**config.mk**
```make
export PLATFORM = sky130hd
export DESIGN_NAME = mem_arbiter
export DESIGN_NICKNAME = d
export VERILOG_FILES = /design/src/rtl/lc2k_pkg.sv /design/src/rtl/rr_arbiter2.sv /design/src/rtl/mem_arbiter.sv
export SDC_FILE = /design/constraint.sdc
export NUM_CORES = 1
export LEC_CHECK = 0
export CAP_MARGIN = 10
export CORE_ASPECT_RATIO = 0.75
export CORE_MARGIN = 2
export CORE_UTILIZATION = 24
export DETAILED_ROUTE_END_ITERATION = 6
export GPL_ROUTABILITY_DRIVEN = 0
export PLACE_DENSITY = 0.91
export SLEW_MARGIN = 20
export SYNTH_ARGS = -nofsm -noshare
export SYNTH_HDL_FRONTEND = slang
export SYNTH_SLANG_ARGS = --single-unit
```
**constraint.sdc**
```tcl
create_clock -name clk -period 2.3 [get_ports clk]
set_input_delay 0.69 -clock clk [delete_from_list [all_inputs] [get_ports clk]]
set_output_delay 0.69 -clock clk [all_outputs]
set_load 0.02 [all_outputs]
```
**src/rtl/lc2k_pkg.sv**
```systemverilog
// Shared definitions for the LC2K data-memory subsystem.
//
// Contents:
//   LC2K_DATA_W / LC2K_ADDR_W : default word width and data-memory word address width
//   PORT_CPU / PORT_DBG       : requester indices (CPU load/store port, loader/debug port)
//   arb_state_t               : mem_arbiter response FSM state type
//   port_onehot()             : turns a port index bit into a one-hot 2-bit vector
package lc2k_pkg;

  localparam int LC2K_DATA_W = 32;
  localparam int LC2K_ADDR_W = 6;

  localparam int PORT_CPU = 0;
  localparam int PORT_DBG = 1;

  // IDLE: no response owed next cycle; PEND: a response is owed to the tagged port
  typedef enum logic {
    ST_IDLE = 1'b0,
    ST_PEND = 1'b1
  } arb_state_t;

  function automatic logic [1:0] port_onehot(input logic port);
    port_onehot = port ? 2'b10 : 2'b01;
  endfunction

endpackage

```
**src/rtl/rr_arbiter2.sv**
```systemverilog
// Two-way round-robin arbiter with a bounded port-1 lock.
//
// Ports:
//   clk, rst_n  : clock, asynchronous active-low reset
//   req_valid   : [1:0] request valid per port
//   lock1       : port 1 asks to keep the grant while it holds it
//   grant       : [1:0] one-hot grant (combinational); a grant is always an accept
//
// State: last granted port (resets to port 1 so port 0 wins the first contention)
// and a saturating count of consecutive port-1 grants made while port 0 waited.
module rr_arbiter2
  import lc2k_pkg::*;
#(
  parameter int MAX_LOCK = 16
) (
  input  logic       clk,
  input  logic       rst_n,
  input  logic [1:0] req_valid,
  input  logic       lock1,
  output logic [1:0] grant
);

  localparam int CNT_W = $clog2(MAX_LOCK + 1);

  logic             last_grant;
  logic [CNT_W-1:0] lock_cnt;
  logic             lock_expired;

  assign lock_expired = (lock_cnt >= CNT_W'(MAX_LOCK));

  // Grant is forced off while reset is asserted so nothing is accepted during reset.
  // Under contention an expired lock hands the slot to port 0 first, then lock1
  // keeps port 1 on, otherwise the port not granted last wins.
  always_comb begin
    grant = 2'b00;
    if (rst_n) begin
      case (req_valid)
        2'b01: grant = 2'b01;
        2'b10: grant = 2'b10;
        2'b11: begin
          if (lock_expired)
            grant = 2'b01;
          else if (last_grant)
            grant = lock1 ? 2'b10 : 2'b01;
          else
            grant = 2'b10;
        end
        default: grant = 2'b00;
      endcase
    end
  end

  // The counter only grows while port 0 is actually waiting and saturates at MAX_LOCK.
  always_ff @(posedge clk or negedge rst_n) begin
    if (!rst_n) begin
      last_grant <= 1'b1;
      lock_cnt   <= '0;
    end else begin
      if (grant[PORT_CPU])
        last_grant <= 1'b0;
      else if (grant[PORT_DBG])
        last_grant <= 1'b1;

      if (grant[PORT_CPU] || !req_valid[PORT_CPU])
        lock_cnt <= '0;
      else if (grant[PORT_DBG] && !lock_expired)
        lock_cnt <= lock_cnt + CNT_W'(1);
    end
  end

endmodule

```
**src/rtl/mem_arbiter.sv**
```systemverilog
// Two-port arbiter in front of the LC2K single-port data memory.
//
// Ports:
//   clk, rst_n              : clock, asynchronous active-low reset
//   req_valid/req_write     : [1:0] per-port request valid and store flag
//   req_addr0/1, req_wdata0/1 : per-port word address and store data
//   lock1                   : port 1 burst lock request
//   req_ready               : [1:0] per-port accept (combinational)
//   rsp_valid               : [1:0] per-port response strobe, one cycle after accept
//   rsp_rdata               : load data (mem_rdata) or 0 for a store ack
//   mem_en/mem_we/mem_addr/mem_wdata : memory command, driven in the accept cycle
//   mem_rdata               : memory read data, valid the cycle after a read command
//
// One access per cycle; a new accept may overlap the response of the previous one.
module mem_arbiter
  import lc2k_pkg::*;
#(
  parameter int DATA_W   = LC2K_DATA_W,
  parameter int ADDR_W   = LC2K_ADDR_W,
  parameter int MAX_LOCK = 16
) (
  input  logic              clk,
  input  logic              rst_n,
  input  logic [1:0]        req_valid,
  input  logic [1:0]        req_write,
  input  logic [ADDR_W-1:0] req_addr0,
  input  logic [ADDR_W-1:0] req_addr1,
  input  logic [DATA_W-1:0] req_wdata0,
  input  logic [DATA_W-1:0] req_wdata1,
  input  logic              lock1,
  output logic [1:0]        req_ready,
  output logic [1:0]        rsp_valid,
  output logic [DATA_W-1:0] rsp_rdata,
  output logic              mem_en,
  output logic              mem_we,
  output logic [ADDR_W-1:0] mem_addr,
  output logic [DATA_W-1:0] mem_wdata,
  input  logic [DATA_W-1:0] mem_rdata
);

  logic [1:0] grant;
  logic       accept;
  logic       win_port;

  arb_state_t state, next_state;
  logic       tag_port, next_tag_port;
  logic       tag_write, next_tag_write;

  rr_arbiter2 #(
    .MAX_LOCK (MAX_LOCK)
  ) u_rr (
    .clk       (clk),
    .rst_n     (rst_n),
    .req_valid (req_valid),
    .lock1     (lock1),
    .grant     (grant)
  );

  assign accept    = |grant;
  assign win_port  = grant[PORT_DBG];
  assign req_ready = grant;

  // Memory command is the winner's request; everything reads zero when idle.
  always_comb begin
    mem_en    = 1'b0;
    mem_we    = 1'b0;
    mem_addr  = '0;
    mem_wdata = '0;
    if (accept) begin
      mem_en    = 1'b1;
      mem_we    = req_write[win_port];
      mem_addr  = win_port ? req_addr1  : req_addr0;
      mem_wdata = win_port ? req_wdata1 : req_wdata0;
    end
  end

  always_ff @(posedge clk or negedge rst_n) begin
    if (!rst_n) begin
      state     <= ST_IDLE;
      tag_port  <= 1'b0;
      tag_write <= 1'b0;
    end else begin
      state     <= next_state;
      tag_port  <= next_tag_port;
      tag_write <= next_tag_write;
    end
  end

  // Every accept owes exactly one response next cycle, whatever the current state,
  // so both states share the same transition rule.  The response outputs come only
  // from registered state, which keeps them independent of a same-cycle accept.
  always_comb begin
    next_state     = ST_IDLE;
    next_tag_port  = tag_port;
    next_tag_write = tag_write;
    rsp_valid      = 2'b00;
    rsp_rdata      = '0;

    case (state)
      ST_IDLE, ST_PEND: begin
        if (accept) begin
          next_state     = ST_PEND;
          next_tag_port  = win_port;
          next_tag_write = mem_we;
        end
      end
      default: next_state = ST_IDLE;
    endcase

    if (state == ST_PEND) begin
      rsp_valid = port_onehot(tag_port);
      if (!tag_write)
        rsp_rdata = mem_rdata;
    end
  end

endmodule

```
==> impl.org <==
** Outcome
- The run finished, with violations left.
- The checks that failed: setup timing.

** Detailed routing
- The final layout contains routed wiring with a total length of 9250 um.
- First DRT Iteration DRCs :: 73
- The first detailed-routing pass took 4 iterations.
- DR WL/cell :: 18.3 um
- The detail route stage leaves a number of antenna-violating nets equal to 0.
- Count of vias placed by the detailed router :: 2416
- DRC violations left :: 0
- After detailed routing, the number of vias per cell comes to 4.78.

** Synth
- The synthesized design contains 9 register bits.
- The commonest cells after synthesis are sky130_fd_sc_hd__nand2_1, sky130_fd_sc_hd__a21oi_1, sky130_fd_sc_hd__and2_1.
- Cell type with the largest total area after synthesis :: sky130_fd_sc_hd__nand2_1
- Cell count after synthesis :: 213
- Post-synth ARST share :: 1.00
- Area of the mapped netlist :: 0.00130 mm2
- Average size of a mapped cell :: 6.10 um2
- In the synthesized netlist the dominant register cell turns out to be sky130_fd_sc_hd__dfrtp_1.
- When the netlist entered floorplanning its net count stood at 330.
- Post-synth cell types :: 28
- Of the post-synthesis cell area, the dominant cell type holds 0.228.
- Top cells by area in the synthesized netlist :: sky130_fd_sc_hd__nand2_1, sky130_fd_sc_hd__and2_1, sky130_fd_sc_hd__dfrtp_1
- For this run, the register share of the synthesized area comes to 0.174.
- Most instantiated library cell after synthesis :: sky130_fd_sc_hd__nand2_1
- For this run, the number of Yosys warnings is 0.
- Count of flip-flops with a built-in enable after synthesis :: 0

** Die
- From bottom edge to top edge, the die measures 67.7 um.
- The floorplan has 23 rows.
- Area of the core :: 0.00530 mm2
- Die footprint :: 0.00602 mm2
- The initial utilization of the core area, before any placement, comes to 0.245.
- Top-level port count :: 191
- Die X-Extent :: 88.9 um

** STA
- Final Hold Violating Endpoints :: 0
- Shortest clock period the worst path allows after layout :: 2.54 ns
- Maximum clock frequency :: 394 MHz
- Post-route setup slack :: -0.235 ns
- Final setup skew :: 0.00460 ns
- Final setup vio count :: 40
- At the pin with the least slew margin, the transition time is 0.274 ns.
- Setup repair after global routing could not meet its margin everywhere.
- Number of max-slew violations in the final report :: 0
- Measured against its own limit, the worst slew margin works out to 0.816.
- Ratio of final minimum period to clock period :: 1.10

** Placement
- HPWL after detailed placement :: 5370 um
- Placement-stage worst setup slack :: -1.03 ns
- Input and output buffers added on the ports amount to 190.

** Power and ir drop
- Of the total power, the share spent switching nets is 0.387.
- For this design the static power due to leakage is 1.98 nW.
- For this design the total switching power over the nets is 0.000504 W.
- Worst VDD drop :: 222 uV
- Dividing total power by cell area gives a power density of 302 mW/mm2.
- Portion of total power attributed to the clock network :: 0.141
- Portion of total power attributed to sequential cells :: 0.135
- Proportion of power drawn by combinational gates :: 0.724
- Internal :: 0.000800 W

** Global route
- Global routing usage summed across all routing layers :: 0.266
- Pin count of the biggest net entering global routing :: 33
- Via count of the first global-routing pass :: 2364
- The initial antenna violation count was 0.
- First-pass GRT wire length :: 12000 um
- Congestion Overflow GR :: 0

** Cells and area
- Measured on the finished design, the core utilization comes to 0.817.
- Nets :: 548
- From synthesis to final layout, the design area changed by 233%.
- The number of antenna diodes in the final layout is 0.
- Share of layout cells above drive strength 1 :: 0.456

** CTS
- CTS built an H-tree with a depth of 1.
- Counting the buffers created by CTS gives 3.
- For this design, the sink count on the clock tree is 9.
- Source-to-sink clock delay at the later pin of the worst-skew pair :: 0.24 ns
- Worst-path clk slew :: 0.04 ns
- The tree is rooted in a sky130_fd_sc_hd__clkbuf_8.
- Buffers inserted to repair hold after CTS numbered 0.
- The longest clock path from root to sink contains 2 buffers.
- Clock tree from TritonCTS :: yes

** Setup path
- Endpoint arrival time on the critical path :: 1.85 ns
- Series of cell instances along the critical path :: buf_8 > nor2b_4 > buf_6 > o21ai_4 > buf_6 > buf_12 > nand2_2 > a21oi_2 > buf_6
- On the worst path, the slowest cell contributes a delay of 0.20 ns.
- By instance count, the cell type seen most on the critical path is sky130_fd_sc_hd__buf_6.
- The worst setup path is launched from an input pin.
- Element type at the critical path end :: primary output
- For the worst setup path, the data required time is 1.61 ns.
- Internal reg-to-reg setup slack :: 0.52 ns
- By startpoint and endpoint, the worst setup path is classified as in -> out.
- The slowest stage of the critical path is the sky130_fd_sc_hd__o21ai_4 cell.
- Largest fanout of any net on the critical path :: 8

** Flow run
- Count of max-cap constraint violations :: 0

** Hold path
- The path class of the tightest hold or removal check is reg -> reg.
-- layout by cell type (no fill, tap or decap), types with 2 or more instances in the layout --
master	count
sky130_fd_sc_hd__o21ai_4	2
sky130_fd_sc_hd__buf_16	5
sky130_fd_sc_hd__buf_6	39
sky130_fd_sc_hd__nand2_1	20
sky130_fd_sc_hd__nand2_2	20
sky130_fd_sc_hd__buf_8	3
sky130_fd_sc_hd__nand3_1	2
sky130_fd_sc_hd__xnor2_1	3
sky130_fd_sc_hd__a21oi_2	33
sky130_fd_sc_hd__clkdlybuf4s50_1	112
sky130_fd_sc_hd__clkbuf_2	2
sky130_fd_sc_hd__buf_2	3
sky130_fd_sc_hd__inv_1	5
sky130_fd_sc_hd__nor2b_1	2
sky130_fd_sc_hd__clkdlybuf4s15_1	17
sky130_fd_sc_hd__and2_1	33
sky130_fd_sc_hd__buf_12	10
sky130_fd_sc_hd__dfrtp_1	8
sky130_fd_sc_hd__mux2i_1	2
sky130_fd_sc_hd__nand2_4	39
sky130_fd_sc_hd__clkbuf_8	3
sky130_fd_sc_hd__buf_4	22
sky130_fd_sc_hd__dlygate4sd2_1	14
sky130_fd_sc_hd__nor2_1	9
sky130_fd_sc_hd__a21oi_4	4
sky130_fd_sc_hd__ha_1	2
-- worst paths after layout --
check                                             from                           to  depth (start not counted)
max                                              lock1                mem_wdata[24]                          9
max reg2reg                u_rr.last_grant$_DFFE_PN1P_        tag_write$_DFFE_PN0P_                          8
min in group asynchronous                        rst_n        tag_write$_DFFE_PN0P_                          2
max in group asynchronous                        rst_n  u_rr.last_grant$_DFFE_PN1P_                          2
min                               tag_port$_DFFE_PN0P_         tag_port$_DFFE_PN0P_                          2
min reg2reg                       tag_port$_DFFE_PN0P_         tag_port$_DFFE_PN0P_                          2
-- per-layer routing --
metal  share of wire  wire length [um]  track usage
met3           0.084               778       0.0733
met2            0.53              4930        0.507
met4           0.034               314        0.108
met5               0                 0            0
met1            0.35              3220        0.274
-- state kept, by name, summed over array words and instances (netlist names) --
name,count
u_rr.last_grant,1
tag_port,1
state,1
tag_write,1
u_rr.lock_cnt,5
-- power groups by stage --
stage	registers, W	logic [W]	clock network (W)
after global placement	0.000177	0.000700	0
after CTS	0.000176	0.000887	0.000182
after floorplan	0.000177	0.000294	0
final	0.000176	0.000944	0.000184
after detailed placement	0.000178	0.000710	0
after global routing	0.000177	0.000988	0.000197
-- layout make-up --
type | instances | area [um2]
repair buffers | 227 | 2430
flip-flops and latches | 9 | 226
clock buffers | 4 | 45.0
inverters | 5 | 18.8
multi-input cells | 185 | 1510
well taps | 75 | 93.8
fillers | 345 | 971
-- worst max-delay path, delay by kind of cell --
kind	cells	cell delay, ns
buffers and inverters	5	0.64
AND/OR/NAND/NOR	2	0.12
AO/OA/AOI/OAI	2	0.39
-- cell families (layout without fill, tap and decap cells) --
group                      count (synthesis)  after routing  synth area share
buffers and inverters                     19            236            0.0771
xor gates and xnor gates                   3              3            0.0202
and+or+nand+nor                          133            133             0.494
DFF                                        9              9             0.174
muxes                                      3              3            0.0231
adders and majority gates                  2              2            0.0193
AOI/OAI and AO/OA                         44             44             0.192
-- repair_timing --
| action | CTS | global route |
|---|---|---|
| pin swaps | 52 | 42 |
| endpoints found under the setup margin | 74 | 59 |
| gates cloned | 9 | 0 |
| resized for setup | 366 | 86 |
| buffers inserted | 15 | 1 |
-- stage by stage --
stage | total power (W) | instance area (um2) | hold slack, ns | TNS [ns] | std cells
2_1_floorplan | 0.000471 | 1410 | 0.394 | 0 | 213
3_3_place_gp | 0.000877 | 3520 | 0.478 | -45.60 | 482
3_5_place_dp | 0.000888 | 3520 | 0.506 | -48.04 | 482
4_1_cts | 0.00125 | 4160 | 0.517 | -5.11 | 509
5_1_grt | 0.00136 | 4320 | 0.551 | -7.90 | 505
6_report | 0.00130 | 4320 | 0.515 | -6.24 | 505
Power figures use the tool's default switching activity.
